[src/rtl/acc_dump_pkg.sv]
// acc_dump_pkg: shared constants and helpers for the windowed accumulator.
package acc_dump_pkg;

    // Parameter value that selects sign extension of the incoming sample.
    localparam string SIGNED_MODE = "TRUE";

    // Ceiling log2, used to check that counter widths can hold a window index.
    function automatic int clog2(input int value);
        int result;
        result = 0;
        while ((1 << result) < value) begin
            result = result + 1;
        end
        return result;
    endfunction

endpackage

[src/rtl/acc_dump_win_counter.sv]
// acc_dump_win_counter: modulo-ACC_LEN sample counter with a sync restart.
// It flags the first sample of a window (counter at 0 or sync) and the
// sample that completes a window.
module acc_dump_win_counter
    import acc_dump_pkg::*;
#(
    parameter int ACC_LEN   = 16,
    parameter int CNT_WIDTH = 4
) (
    input  logic                 clk,
    input  logic                 rst_n,
    input  logic                 sync,
    input  logic                 din_valid,
    output logic [CNT_WIDTH-1:0] win_cnt,
    output logic                 first,
    output logic                 last
);

    localparam logic [CNT_WIDTH-1:0] LAST_CNT = CNT_WIDTH'(ACC_LEN - 1);
    localparam logic [CNT_WIDTH-1:0] ONE_CNT  = CNT_WIDTH'(1);
    localparam bit                   SINGLE   = (ACC_LEN == 1);

    // Refuse to build with a counter too narrow for the window.
    if ((CNT_WIDTH < 1) || (CNT_WIDTH < clog2(ACC_LEN)) || (ACC_LEN < 1)) begin : g_bad_params
        $error("acc_dump_win_counter: CNT_WIDTH too small for ACC_LEN");
    end

    // A sync sample always starts a fresh window, so it can only complete one when the window is a single sample.
    always_comb begin
        first = sync || (win_cnt == '0);
        last  = 1'b0;
        if (din_valid) begin
            last = sync ? SINGLE : (win_cnt == LAST_CNT);
        end
    end

    // Count accepted samples, wrapping at the window end and restarting on sync.
    always_ff @(posedge clk or negedge rst_n) begin
        if (!rst_n) begin
            win_cnt <= '0;
        end else if (sync || din_valid) begin
            if (last || !din_valid) begin
                win_cnt <= '0;
            end else if (sync) begin
                win_cnt <= ONE_CNT;
            end else begin
                win_cnt <= win_cnt + ONE_CNT;
            end
        end
    end

endmodule

[src/rtl/acc_dump.sv]
// acc_dump: integrate-and-dump accumulator. Sums ACC_LEN valid samples
// modulo 2^OUT_WIDTH and presents each completed window sum with a
// one-cycle dout_valid strobe; sync discards the partial window.
module acc_dump
    import acc_dump_pkg::*;
#(
    parameter int    IN_WIDTH     = 5,
    parameter string IN_IS_SIGNED = "TRUE",
    parameter int    ACC_LEN      = 16,
    parameter int    OUT_WIDTH    = 9,
    parameter int    CNT_WIDTH    = 4
) (
    input  logic                 clk,
    input  logic                 rst_n,
    input  logic                 sync,
    input  logic                 din_valid,
    input  logic [IN_WIDTH-1:0]  din,
    output logic [OUT_WIDTH-1:0] dout,
    output logic                 dout_valid,
    output logic [CNT_WIDTH-1:0] win_cnt
);

    localparam bit SIGN_EXTEND = (IN_IS_SIGNED == SIGNED_MODE);

    logic [OUT_WIDTH-1:0] din_ext;
    logic [OUT_WIDTH-1:0] add_base;
    logic [OUT_WIDTH-1:0] sum;
    logic [OUT_WIDTH-1:0] acc;
    logic                 first;
    logic                 last;

    // The accumulator must be at least as wide as the sample.
    if (OUT_WIDTH < IN_WIDTH) begin : g_bad_width
        $error("acc_dump: OUT_WIDTH must be >= IN_WIDTH");
    end

    acc_dump_win_counter #(
        .ACC_LEN   (ACC_LEN),
        .CNT_WIDTH (CNT_WIDTH)
    ) u_win_counter (
        .clk       (clk),
        .rst_n     (rst_n),
        .sync      (sync),
        .din_valid (din_valid),
        .win_cnt   (win_cnt),
        .first     (first),
        .last      (last)
    );

    // Widen the sample, then add it to the running sum, or to zero on the first sample, so no clear cycle is needed.
    always_comb begin
        din_ext = OUT_WIDTH'(din);
        if (SIGN_EXTEND) begin
            din_ext = OUT_WIDTH'($signed(din));
        end
        add_base = first ? '0 : acc;
        sum      = add_base + din_ext;
    end

    // Hold the running sum and publish it with a single-cycle strobe when a window completes.
    always_ff @(posedge clk or negedge rst_n) begin
        if (!rst_n) begin
            acc        <= '0;
            dout       <= '0;
            dout_valid <= 1'b0;
        end else begin
            dout_valid <= last;
            if (din_valid) begin
                acc <= sum;
            end
            if (last) begin
                dout <= sum;
            end
        end
    end

endmodule
[config.mk]
export PLATFORM = sky130hd
export DESIGN_NAME = acc_dump
export DESIGN_NICKNAME = d
export VERILOG_FILES = /design/src/rtl/acc_dump_pkg.sv /design/src/rtl/acc_dump_win_counter.sv /design/src/rtl/acc_dump.sv
export SDC_FILE = /design/constraint.sdc
export NUM_CORES = 1
export LEC_CHECK = 0
export ABC_AREA = 0
export CORE_ASPECT_RATIO = 1.5
export CORE_UTILIZATION = 30
export CTS_BUF_LIST = sky130_fd_sc_hd__clkbuf_8
export CTS_CLUSTER_DIAMETER = 60
export DETAILED_ROUTE_END_ITERATION = 8
export DONT_BUFFER_PORTS = 1
export SLEW_MARGIN = 20
export SYNTH_ARGS = -nofsm -noshare
export SYNTH_HDL_FRONTEND = slang
export SYNTH_HIERARCHICAL = 1
export SYNTH_SLANG_ARGS = --single-unit
[constraint.sdc]
create_clock -name clk -period 6.9 [get_ports clk]
set_input_delay 0.345 -clock clk [delete_from_list [all_inputs] [get_ports clk]]
set_output_delay 0.345 -clock clk [all_outputs]
set_load 0.005 [all_outputs]
* Word-level counts from Yosys, hierarchy flattened
Index checks and enable logic that the tools add are counted.
Word-level totals: register bits after elaboration 23, bits of input ports 9, output and inout port bits 14, logic and storage cells 17
Cells by class: $add $sub $neg 2, equal/unequal tests 1, multiplexer cells 5, reduce and logical (&&, ||, !) cells 5
Operators with widths (count):
- adder 9 bit | 1
- two-way mux 9 bit | 1
- two-way mux 4 bit | 2
- adder 4 x 1 -> 4 bit (second input constant) | 1
- equality test 4 bit (second input constant) | 1
- zero test 4 bit | 1
- logical OR 1 bit | 3
- two-way mux 1 bit | 2
- zero test 1 bit | 1

* Longest topological paths before layout
Gate-level depths: netlist of the first run.
depth in word-level cells 5, depth in mapped cells 11, mapped depth without buffers 11

* By module
The synthesis of the first run kept the hierarchy.
By module, submodules not included:
- acc_dump | times used 1, cells an instance 98, area each 1101.1 um^2
- acc_dump_win_counter | times used 1, cells an instance 26, area each 234.0 um^2

* Least setup slack after synthesis of the first run
Ideal clock, no wire load.
path type register to register, from register u_win_counter.win_cnt[0], to register dout[8], setup time 0.081 ns, arrival time 2.552 ns, path slack 4.266 ns, cell stages (with the launch flop) 12, period minus slack after synthesis 2.634 ns, cell sequence dfrtp_1 > inv_2 > ha_1 > a21o_1 > nor2b_1 > ha_1 > fa_1 > a211oi_2 > o21ai_2 > o31a_1 > a21o_1 > a31oi_2
Between the ends: word-level cells in the longest chain between the ends 4, elaborated cells between the ends (all ways) 7, those cells by class 1 x add/sub; 1 x eq/ne; 3 x mux; 2 x reduce/logical
Ends and longest elaborated chain:
- start, declared | line acc_dump_win_counter.sv:14 | output logic [CNT_WIDTH-1:0] win_cnt,
- start signal, assigned | line acc_dump_win_counter.sv:47 | win_cnt <= win_cnt + ONE_CNT;
- zero test 4 bit | line acc_dump_win_counter.sv:30 | first = sync || (win_cnt == '0);
- logical OR 1 bit | line acc_dump_win_counter.sv:30
- named net first | line acc_dump.sv:29 | logic first;
- two-way mux 9 bit | line acc_dump.sv:56 | add_base = first ? '0 : acc;
- adder 9 bit | line acc_dump.sv:57 | sum = add_base + din_ext;
- end signal, assigned | line acc_dump.sv:72 | dout <= sum;
- end, declared | line acc_dump.sv:18 | output logic [OUT_WIDTH-1:0] dout,
The timed path passes the listed nets, and every way through them passes these cells. A chain may end at the register's enable or synchronous reset.

* Final worst setup path of the first run
from register u_win_counter.win_cnt[1], to register dout[8]
The elaborated chain is that of the path after synthesis.

==> results.tsv, run 1 <==
metric	value	unit
Post-Synth XOR/XNOR Area	4.59	%
largest net degree at the start of global routing	24	
die height	83.7	um
top cell type's share of synthesized area	43.1	%
gr ovfl total	0	
initial core utilization	31.4	%
Reg power frac	47.8	%
first-pass GRT wire length	4480	um
Sink Count	23	
routed len/inst	15.6	um
required time worst endpoint	7.09	ns
slowest stage delay, CP	0.44	ns
H-tree levels	1	
drt first pass iters	4	
Int Power	247	uW
DR vias/cell	5.47	
number of flops mapped to enable cells by yosys	0	
Final Power	351	uW
Highest Clock Rate	0.340	GHz
WP buf/inv	1	
Syn Inst Count	124	
Sw Share	29.7	%
Synth Net Count	144	
antenna fix cells	0	
Die ar.	4730	sq um
capture point of the worst reg-to-reg path	dout[8]	
initial antenna violation count	0	
CP startpoint kind	register	
Seq cells post-synth	23	
synthesized area per cell	10.8	sq um
core box area	4250	sq um
Worst Max-Slew Pin Slew	1.00	ns
leading cell type in the layout, fill and taps excluded	dfrtp_1	
async set-or-reset flop fraction in the synthesized netlist	100	%
register area share after synthesis	43.1	%
largest cells by area after synthesis	dfrtp_1, mux2_2, ha_1, a21oi_1, nor2b_1	
fillers	426	
top cell type by total area after synthesis	dfrtp_1	
prevailing post-synth register cell	dfrtp_1	
peak supply drop	0.000108	V
clk buf depth	2	
post-DP HPWL	1940	um
Num CTS Buffers	3	
clock group share of total power	23.4	%
setup TNS	0	ns
Total Wirelength	2690	um
R2R Path Start	u_win_counter/win_cnt[1]	
Worst Setup Slack, final	3.96	ns
logic gate share of total power	28.8	%
antenna-violating nets left	0	
Root Driver	clkbuf_8	
Setup WS pre-CTS	3.98	ns
Final Cycle Share	42.6	%
hold crit path type	input pin to async pin	
Port Buffers	0	
leak pwr	0.000625	uW
post-synthesis simple-gate area fraction	13.1	%
post-synthesis mux area share	10.1	%
Critical Path Sink Type	register	
Clock transition at path regs	0.08	ns
post-cts resize count	0	
share of post-route cells with drive strength above 1	18.1	%
most frequent cells in the layout	dfrtp_1, a21oi_1, mux2_2	
Max Cap Viol	0	
Iter 0 DRT Violations	53	
crit path DAT	3.13	ns
Layout area overhead	7.87	%
GP Congestion	0.761	
Setup violations, final	0	
nets@finish	148	
clk_lat worst skew	0.27	ns
reg2reg path depth	11	
Worst Path Max Fanout	10	
final hold violations	0	
relative slew slack	32.8	%
FP Rows	29	
reg-to-reg slack, setup	3.96	ns
clk_skew	0.00208	ns
unrepaired setup endpoints after global routing	false	
Tmin final	2.94	ns
area fraction in compound gates after synthesis	16.8	%
vias in the first global route	955	
synthesized-area fraction occupied by adder cells	10.9	%
synthesized area	1340	sq um
CTS tree	yes	
critical path, cell by cell	inv_1 > ha_1 > a21o_1 > nor2b_1 > ha_1 > fa_1 > a211oi_2 > o21ai_2 > o31a_1 > a21o_1 > a31oi_2	
CP delay by family, top	compound AO/OA/AOI/OAI gates	
Die Span X	56.5	um
Slew Limit Fails	0	
Power Density	244	nW/um^2
Crit-path slowest cell	dfrtp_1	
synth unique cells	36	
main combinational cell family by area after synthesis	compound AO/OA/AOI/OAI gates	
Switch Pwr	104	uW
status	complete, no violations	
I/O pins	23	
synth warn	6	
# DRC	0	
DR vias	947	
GRT Overall Usage	12.4	%
critical path class	register to register	
[power groups by stage]
stage | Combinational (uW) | Sequential, uW | Clock (uW)
2_1_floorplan | 83.8 | 167 | 0
3_3_place_gp | 93.5 | 170 | 0
3_5_place_dp | 97.5 | 171 | 0
4_1_cts | 102 | 168 | 86.9
5_1_grt | 112 | 171 | 90.4
6_report | 101 | 168 | 82.2
[repair_timing]
action,in CTS,in global routing
hold buffers,1,0
setup buffers,0,0
hold endpoints to repair,23,0
setup endpoints to repair,0,0
[metal layers]
layer | share of wire [%] | wire length (um) | global-route usage (%) | vias to the layer above
met4 | 2.2 | 59 | 6.65 | 0
li1 | - | - | - | 461
met2 | 52 | 1410 | 21.0 | 27
met1 | 39 | 1060 | 13.8 | 454
met3 | 5.9 | 160 | 3.41 | 5
met5 | 0 | 0 | 0 | -
[per-stage QoR]
step           area (sq um)  hold slack [ns]  utilization, %  cells
4_1_cts                1450            0.122            34.0    173
3_5_place_dp           1390           0.0499            32.7    168
5_1_grt                1440           0.0812            33.9    173
6_report               1440           0.0372            33.9    173
2_1_floorplan          1340           0.0494               -    124
3_3_place_gp           1390           0.0502            32.7    168
[layout make-up]
| type | count | area [sq um] | share of cell area [%] |
|---|---|---|---|
| clock buffer | 3 | 41.3 | 2.87 |
| clock inverter | 1 | 3.75 | 0.261 |
| inverter | 3 | 11.3 | 0.782 |
| multi-input combinational | 96 | 746 | 51.8 |
| sequential | 23 | 576 | 40.0 |
| tap | 46 | 57.6 | 4.00 |
| timing repair buffer | 1 | 5.00 | 0.348 |
[synthesized netlist by cell type (all sizes together) (2+ instances only)]
cell and count:
dfrtp 23, a21oi 12, mux2 12, ha 10, nor2b 9, nor2 8, o21ai 7, a21o 5
nand3 4, xnor2 4, inv 3, nand2 3, xor2 3, a211oi 2, a31oi 2, buf 2
nor4 2
[flip-flops by register name, summed over array words and instances, names as in the netlist]
name,cells
u_win_counter/win_cnt,4
dout,9
dout_valid,1
acc,9
[worst max-delay path by stage]
stage                             start  depth (start not counted)       to  slack, ns
2_1_floorplan  u_win_counter/win_cnt[0]                         11  dout[8]       4.27
3_3_place_gp   u_win_counter/win_cnt[1]                         11  dout[8]       4.09
3_5_place_dp   u_win_counter/win_cnt[1]                         11  dout[8]       3.98
4_1_cts        u_win_counter/win_cnt[1]                         11  dout[8]       3.95
5_1_grt        u_win_counter/win_cnt[1]                         11  dout[8]       3.75
6_report       u_win_counter/win_cnt[1]                         11  dout[8]       3.96
[kinds of logic (layout without fill, tap and decap cells)]
kind of cell	after synthesis	after routing
compound gates	34	34
flops	23	23
mux	12	12
xor+xnor	7	7
fa+ha+maj	11	11
buf+inv	5	8
simple gates	32	32
Power figures use the tool's default switching activity.
==> run 2, diff against run 1 <==
- clock period: 6.9 -> 2.67 ns (I/O delays scaled with it)
==> results.tsv, run 2 (synthesized netlist as in run 1, its figures left out) <==
metric	value	unit	change
CP startpoint kind	register		
Crit-path slowest cell	dfrtp_1		
unrepaired setup endpoints after global routing	true		
largest net degree at the start of global routing	24		unchanged
antenna-violating nets left	0		unchanged
H-tree levels	1		unchanged
status	complete, no violations		
Total Wirelength	2860	um	+6.2%
Clock transition at path regs	0.08	ns	about the same
peak supply drop	0.000452	V	+320%
core box area	4250	sq um	unchanged
post-DP HPWL	2070	um	+6.3%
GRT Overall Usage	13.2	%	+0.81 points
Max Cap Viol	0		unchanged
Final Cycle Share	94.0	%	+51 points
leading cell type in the layout, fill and taps excluded	dfrtp_1		
Finished Layout Cells	185		+6.9%
antenna fix cells	0		unchanged
reg2reg path depth	11		unchanged
DR vias	1002		+5.8%
clk buf depth	2		unchanged
final hold violations	0		unchanged
Worst Path Max Fanout	3		-7
Port Buffers	0		unchanged
clk_skew	0.00455	ns	+0.00247 ns
critical path class	register to register		
vias in the first global route	1049		+9.8%
Critical Path Sink Type	register		
die height	83.7	um	unchanged
required time worst endpoint	2.85	ns	-4.24 ns
Iter 0 DRT Violations	18		-66%
routed len/inst	15.5	um	-0.65%
Slew Limit Fails	0		unchanged
leak pwr	0.000682	uW	+9.1%
# DRC	0		unchanged
Highest Clock Rate	0.399	GHz	+17%
fillers	436		+2.3%
crit path DAT	2.69	ns	-0.44 ns
FP Rows	29		unchanged
Die ar.	4730	sq um	unchanged
Setup violations, final	0		unchanged
initial antenna violation count	0		unchanged
share of post-route cells with drive strength above 1	25.2	%	+7.1 points
GP Congestion	0.816		+7.2%
setup TNS	0	ns	unchanged
Die Span X	56.5	um	unchanged
Worst Max-Slew Pin Slew	0.522	ns	-0.481 ns
drt first pass iters	4		unchanged
critical path, cell by cell	inv_1 > ha_1 > a21o_1 > nor2b_1 > ha_1 > fa_2 > a211oi_2 > o21ai_2 > o31a_1 > a21o_1 > a31oi_2		
hold path depth	2		
gr ovfl total	0		unchanged
Power Density	601	nW/um^2	+150%
nets@finish	160		+8.1%
I/O pins	23		unchanged
first-pass GRT wire length	4870	um	+8.8%
initial core utilization	31.4	%	unchanged
hold crit path type	input pin to register		
Num CTS Buffers	3		unchanged
clk_lat worst skew	0.26	ns	about the same
Root Driver	clkbuf_8		
relative slew slack	65.2	%	+32 points
most frequent cells in the layout	dfrtp_1, a21oi_1, mux2_2		
slowest stage delay, CP	0.39	ns	-0.05 ns
Layout area overhead	15.7	%	
Tmin final	2.51	ns	-0.431 ns
Post-Place Cells	175		+4.2%
Sink Count	23		unchanged
CTS tree	yes		
DR vias/cell	5.42		-1.1%
top flop regs	acc: 9 flops, dout: 9 flops, u_win_counter/win_cnt: 4 flops		
run 2: cell count changes in the layout (fill, tap and decap cells not counted):
cell           before  now
clkinv_2            0    1
nor2b_1             9    8
nor2b_2             0    1
dlygate4sd3_1       0    3
buf_4               0    9
inv_1               3    2
fa_1                1    0
fa_2                0    1
run 2: power by group:
part	internal, uW	switching (uW)	leakage, uW	total [uW]
Clock	104	107	0.0000255	211
Sequential	403	25.6	0.000291	429
Combinational	150	139	0.000366	289
Total	657	272	0.000682	929
run 2: metrics by stage:
step           hold WS, ns  util [%]  instance area (sq um)  power [uW]  setup slack (ns)
2_1_floorplan       -0.162         -                   1340         648            0.0363
3_3_place_gp        -0.161      34.0                   1440         688             0.148
3_5_place_dp        -0.162      34.0                   1440         703            0.0682
4_1_cts             0.0205      35.8                   1520         936            0.0355
5_1_grt             0.0152      36.4                   1540         999          -0.00418
6_report            0.0268      36.4                   1540         929             0.161
run 2: final cells by class:
| type | count | area, sq um | area share, % |
|---|---|---|---|
| well taps | 46 | 57.6 | 3.73 |
| multi-input cells | 96 | 751 | 48.6 |
| inverters | 3 | 11.3 | 0.729 |
| flip-flops and latches | 23 | 576 | 37.3 |
| clock buffers | 3 | 41.3 | 2.67 |
| repair buffers | 13 | 103 | 6.65 |
| clock inverters | 1 | 5.00 | 0.324 |
run 2: timing repair:
item                       in CTS  in global routing
hold buffers                    3                  1
gates resized for setup         0                  2
setup endpoints to repair       0                  4
setup buffers                   0                  2
hold endpoints to repair       29                 23
run 2: worst max-delay path: cells and delay by family (launching register included):
family | cells | cell delay (ns)
adders and majority gates | 3 | 0.76
and+or+nand+nor | 1 | 0.05
DFF | 1 | 0.39
AOI/OAI and AO/OA | 6 | 1.16
buffers and inverters | 1 | 0.07
run 2: final timing paths:
check | start | to | slack, ns
hold / removal | din_valid | acc[2] | 0.03
hold reg to reg | acc[4] | acc[4] | 0.50
setup / recovery | u_win_counter/win_cnt[1] | dout[8] | 0.16
min in group asynchronous | rst_n | acc[5] | 0.38
setup reg to reg | u_win_counter/win_cnt[1] | dout[8] | 0.16
max in group asynchronous | rst_n | dout[8] | 1.93
run 2: per-layer routing:
metal	vias up	wire (um)	GRT usage, %
met5	-	0	0
li1	480	-	-
met2	27	1480	22.1
met1	490	1120	15.3
met3	5	207	4.19
met4	0	53	5.32
==> run 3, diff against run 2 <==
- SYNTH_HIERARCHICAL: 1 -> not set
==> results.tsv, run 3 <==
metric	value	unit	change
antenna-violating nets left	0		unchanged
crit path DAT	2.75	ns	+0.06 ns
Worst Max-Slew Pin Slew	0.535	ns	+0.0132 ns
synth unique cells	35		-2.8%
Setup violations, final	0		unchanged
nets@finish	180		+13%
top post-synthesis cells by count	dfrtp_1, nand2_1, nor2_1		
hold crit path type	input pin to register		
top flop regs	acc: 9 flops, dout: 9 flops, u_win_counter.win_cnt: 4 flops		
leak pwr	0.000723	uW	+6.0%
H-tree levels	1		unchanged
most frequent cells in the layout	dfrtp_1, nand2_1, nor2_1		
largest cells by area after synthesis	dfrtp_1, ha_1, nand2_1, mux2_2, and2_1		
# DRC	2		+2
Layout area overhead	16.0	%	
clk_skew	0.00590	ns	+0.00136 ns
GRT Overall Usage	14.4	%	+1.2 points
DR vias/cell	5.35		-1.2%
final core utilization	36.8	%	+0.48 points
failing checks	DRC		
reg-to-reg slack, setup	0.11	ns	-0.05 ns
Highest Clock Rate	0.391	GHz	-1.9%
Setup WS pre-CTS	-0.0395	ns	-0.108 ns
GP Congestion	0.796		-2.4%
final hold violations	0		unchanged
R2R Path Start	u_win_counter.win_cnt[0]		
Finished Layout Cells	205		+11%
most frequent cell after synthesis	dfrtp_1		
first-pass GRT wire length	5380	um	+10%
async set-or-reset flop fraction in the synthesized netlist	100	%	unchanged
Total Wirelength	3160	um	+10%
Num CTS Buffers	3		unchanged
Syn Inst Count	144		+16%
drt first pass iters	6		+2
logic gate share of total power	30.2	%	-0.9 points
routed len/inst	15.4	um	-0.33%
FP Rows	29		unchanged
die height	84.5	um	+0.91%
Reg power frac	46.0	%	-0.2 points
initial core utilization	31.8	%	+0.32 points
Fin Hold WS	0.0243	ns	-0.00249 ns
Seq cells post-synth	23		unchanged
Tmin final	2.56	ns	+0.0486 ns
Die ar.	4810	sq um	+1.8%
largest net degree at the start of global routing	24		unchanged
Synth Net Count	164		+14%
Switch Pwr	273	uW	+0.36%
peak supply drop	0.000191	V	-58%
post-DP HPWL	2310	um	+12%
Multi-input gate area	771	sq um	+2.7%
CP startpoint kind	register		
synthesized area per cell	9.44	sq um	-12%
Worst Setup SP	u_win_counter.win_cnt[0]		
top cell type by total area after synthesis	dfrtp_1		
Int Power	630	uW	-4.1%
Final Cycle Share	95.8	%	+1.8 points
fillers	433		-0.69%
Sink Count	23		unchanged
leading cell type in the layout, fill and taps excluded	dfrtp_1		
antenna fix cells	0		unchanged
I/O pins	23		unchanged
reg2reg path depth	11		unchanged
capture point of the worst reg-to-reg path	dout[8]		
Clock transition at path regs	0.09	ns	about the same
crit path capture	dout[8]		
status	finished with violations		
Slew Limit Fails	0		unchanged
prevailing post-synth register cell	dfrtp_1		
synth warn	0		-6
Critical Path Sink Type	register		
initial antenna violation count	0		unchanged
Register Area	576	sq um	unchanged
Sw Share	30.2	%	+0.94 points
Die Span X	57.0	um	+0.90%
CTS tree	yes		
share of post-route cells with drive strength above 1	18.2	%	-6.9 points
top cell type's share of synthesized area	42.3	%	-0.79 points
vias in the first global route	1128		+7.5%
register area share after synthesis	42.3	%	-0.79 points
synthesized area	1360	sq um	+1.9%
clk buf depth	2		unchanged
DR vias	1097		+9.5%
Worst Setup Slack, final	0.112	ns	-0.0486 ns
clock group share of total power	23.8	%	+1.1 points
Port Buffers	0		unchanged
gr ovfl total	0		unchanged
Root Driver	clkbuf_8		
clk_lat worst skew	0.26	ns	about the same
core box area	4280	sq um	+0.85%
number of flops mapped to enable cells by yosys	0		unchanged
Worst Path Max Fanout	4		+1
Power Density	572	nW/um^2	-4.9%
Iter 0 DRT Violations	24		+6
required time worst endpoint	2.86	ns	about the same
relative slew slack	64.3	%	-0.88 points
critical path class	register to register		
Post-Place Cells	197		+13%
Max Cap Viol	0		unchanged
run 3: cell types whose count changed after synthesis, moves of 3 or more:
cell,previous run,this run
a21o_1,4,1
a21oi_1,12,9
mux2_2,12,7
nand2_1,3,22
nor2_1,8,11
o21a_1,0,3
and2_1,0,8
or3_1,0,3
nor2b_1,9,1
o21ai_0,4,7
run 3: what timing repair did:
action,in CTS,in global routing
buffers inserted,0,0
endpoints found under the hold margin,29,23
pin swaps,0,2
endpoints found under the setup margin,2,2
hold buffers,3,1
gates resized for setup,2,5
run 3: cell type report:
cell class	count	share of cell area [%]
repair buffers	14	6.98
inverters	5	1.19
flip-flops and latches	23	36.5
multi-input cells	113	48.9
clock inverters	1	0.238
clock buffers	3	2.62
well taps	46	3.65
run 3: metal layers:
metal  vias up  track usage (%)  share of wire, %  wire [um]
li1        539                -                 -          -
met1       537             17.1                43       1350
met3         2             2.47               2.7         84
met2        19             25.3                54       1710
met5         -                0                 0          0
met4         0             5.32              0.44         14
run 3: how the worst min path moves through the flow:
stage              start                        to  slack, ns  cells after the start
4_1_cts        din_valid                    acc[2]       0.02                      2
3_3_place_gp       rst_n  u_win_counter.win_cnt[2]      -0.16                      0
3_5_place_dp       rst_n  u_win_counter.win_cnt[0]      -0.16                      0
2_1_floorplan      rst_n                    acc[0]      -0.16                      0
6_report       din_valid                    acc[5]       0.02                      2
5_1_grt        din_valid                    acc[4]      0.009                      1
run 3: worst max-delay path, stage by stage, from the launching register on:
cell,delay (ns)
dfrtp_1,0.39
inv_1,0.10
ha_1,0.17
a21oi_2,0.08
and2_1,0.17
ha_2,0.19
fa_2,0.36
a21oi_2,0.16
nor2_1,0.09
or3_4,0.41
a31o_2,0.22
a31oi_1,0.15
run 3: cells by family after synthesis:
logic type | Yosys count | share of synthesized area [%]
simple gates | 58 | 20.6
flops | 23 | 42.3
mux | 7 | 5.80
buf+inv | 8 | 2.57
xor+xnor | 5 | 3.22
compound gates | 32 | 14.8
fa+ha+maj | 11 | 10.7
run 3: power groups by stage:
stage               sequential (uW)  clock (uW)  combinational [uW]
detailed placement              421           0                 250
finish                          415         215                 272
CTS                             416         222                 266
global placement                421           0                 242
global route                    420         243                 303
floorplan                       417           0                 191
run 3: through the flow:
step | power [uW] | instance area (sq um) | setup TNS [ns]
after floorplan | 608 | 1360 | 0
after global placement | 663 | 1480 | 0
after detailed placement | 671 | 1480 | -0.0559
after CTS | 904 | 1560 | 0
after global routing | 966 | 1580 | -0.00855
final | 903 | 1580 | 0
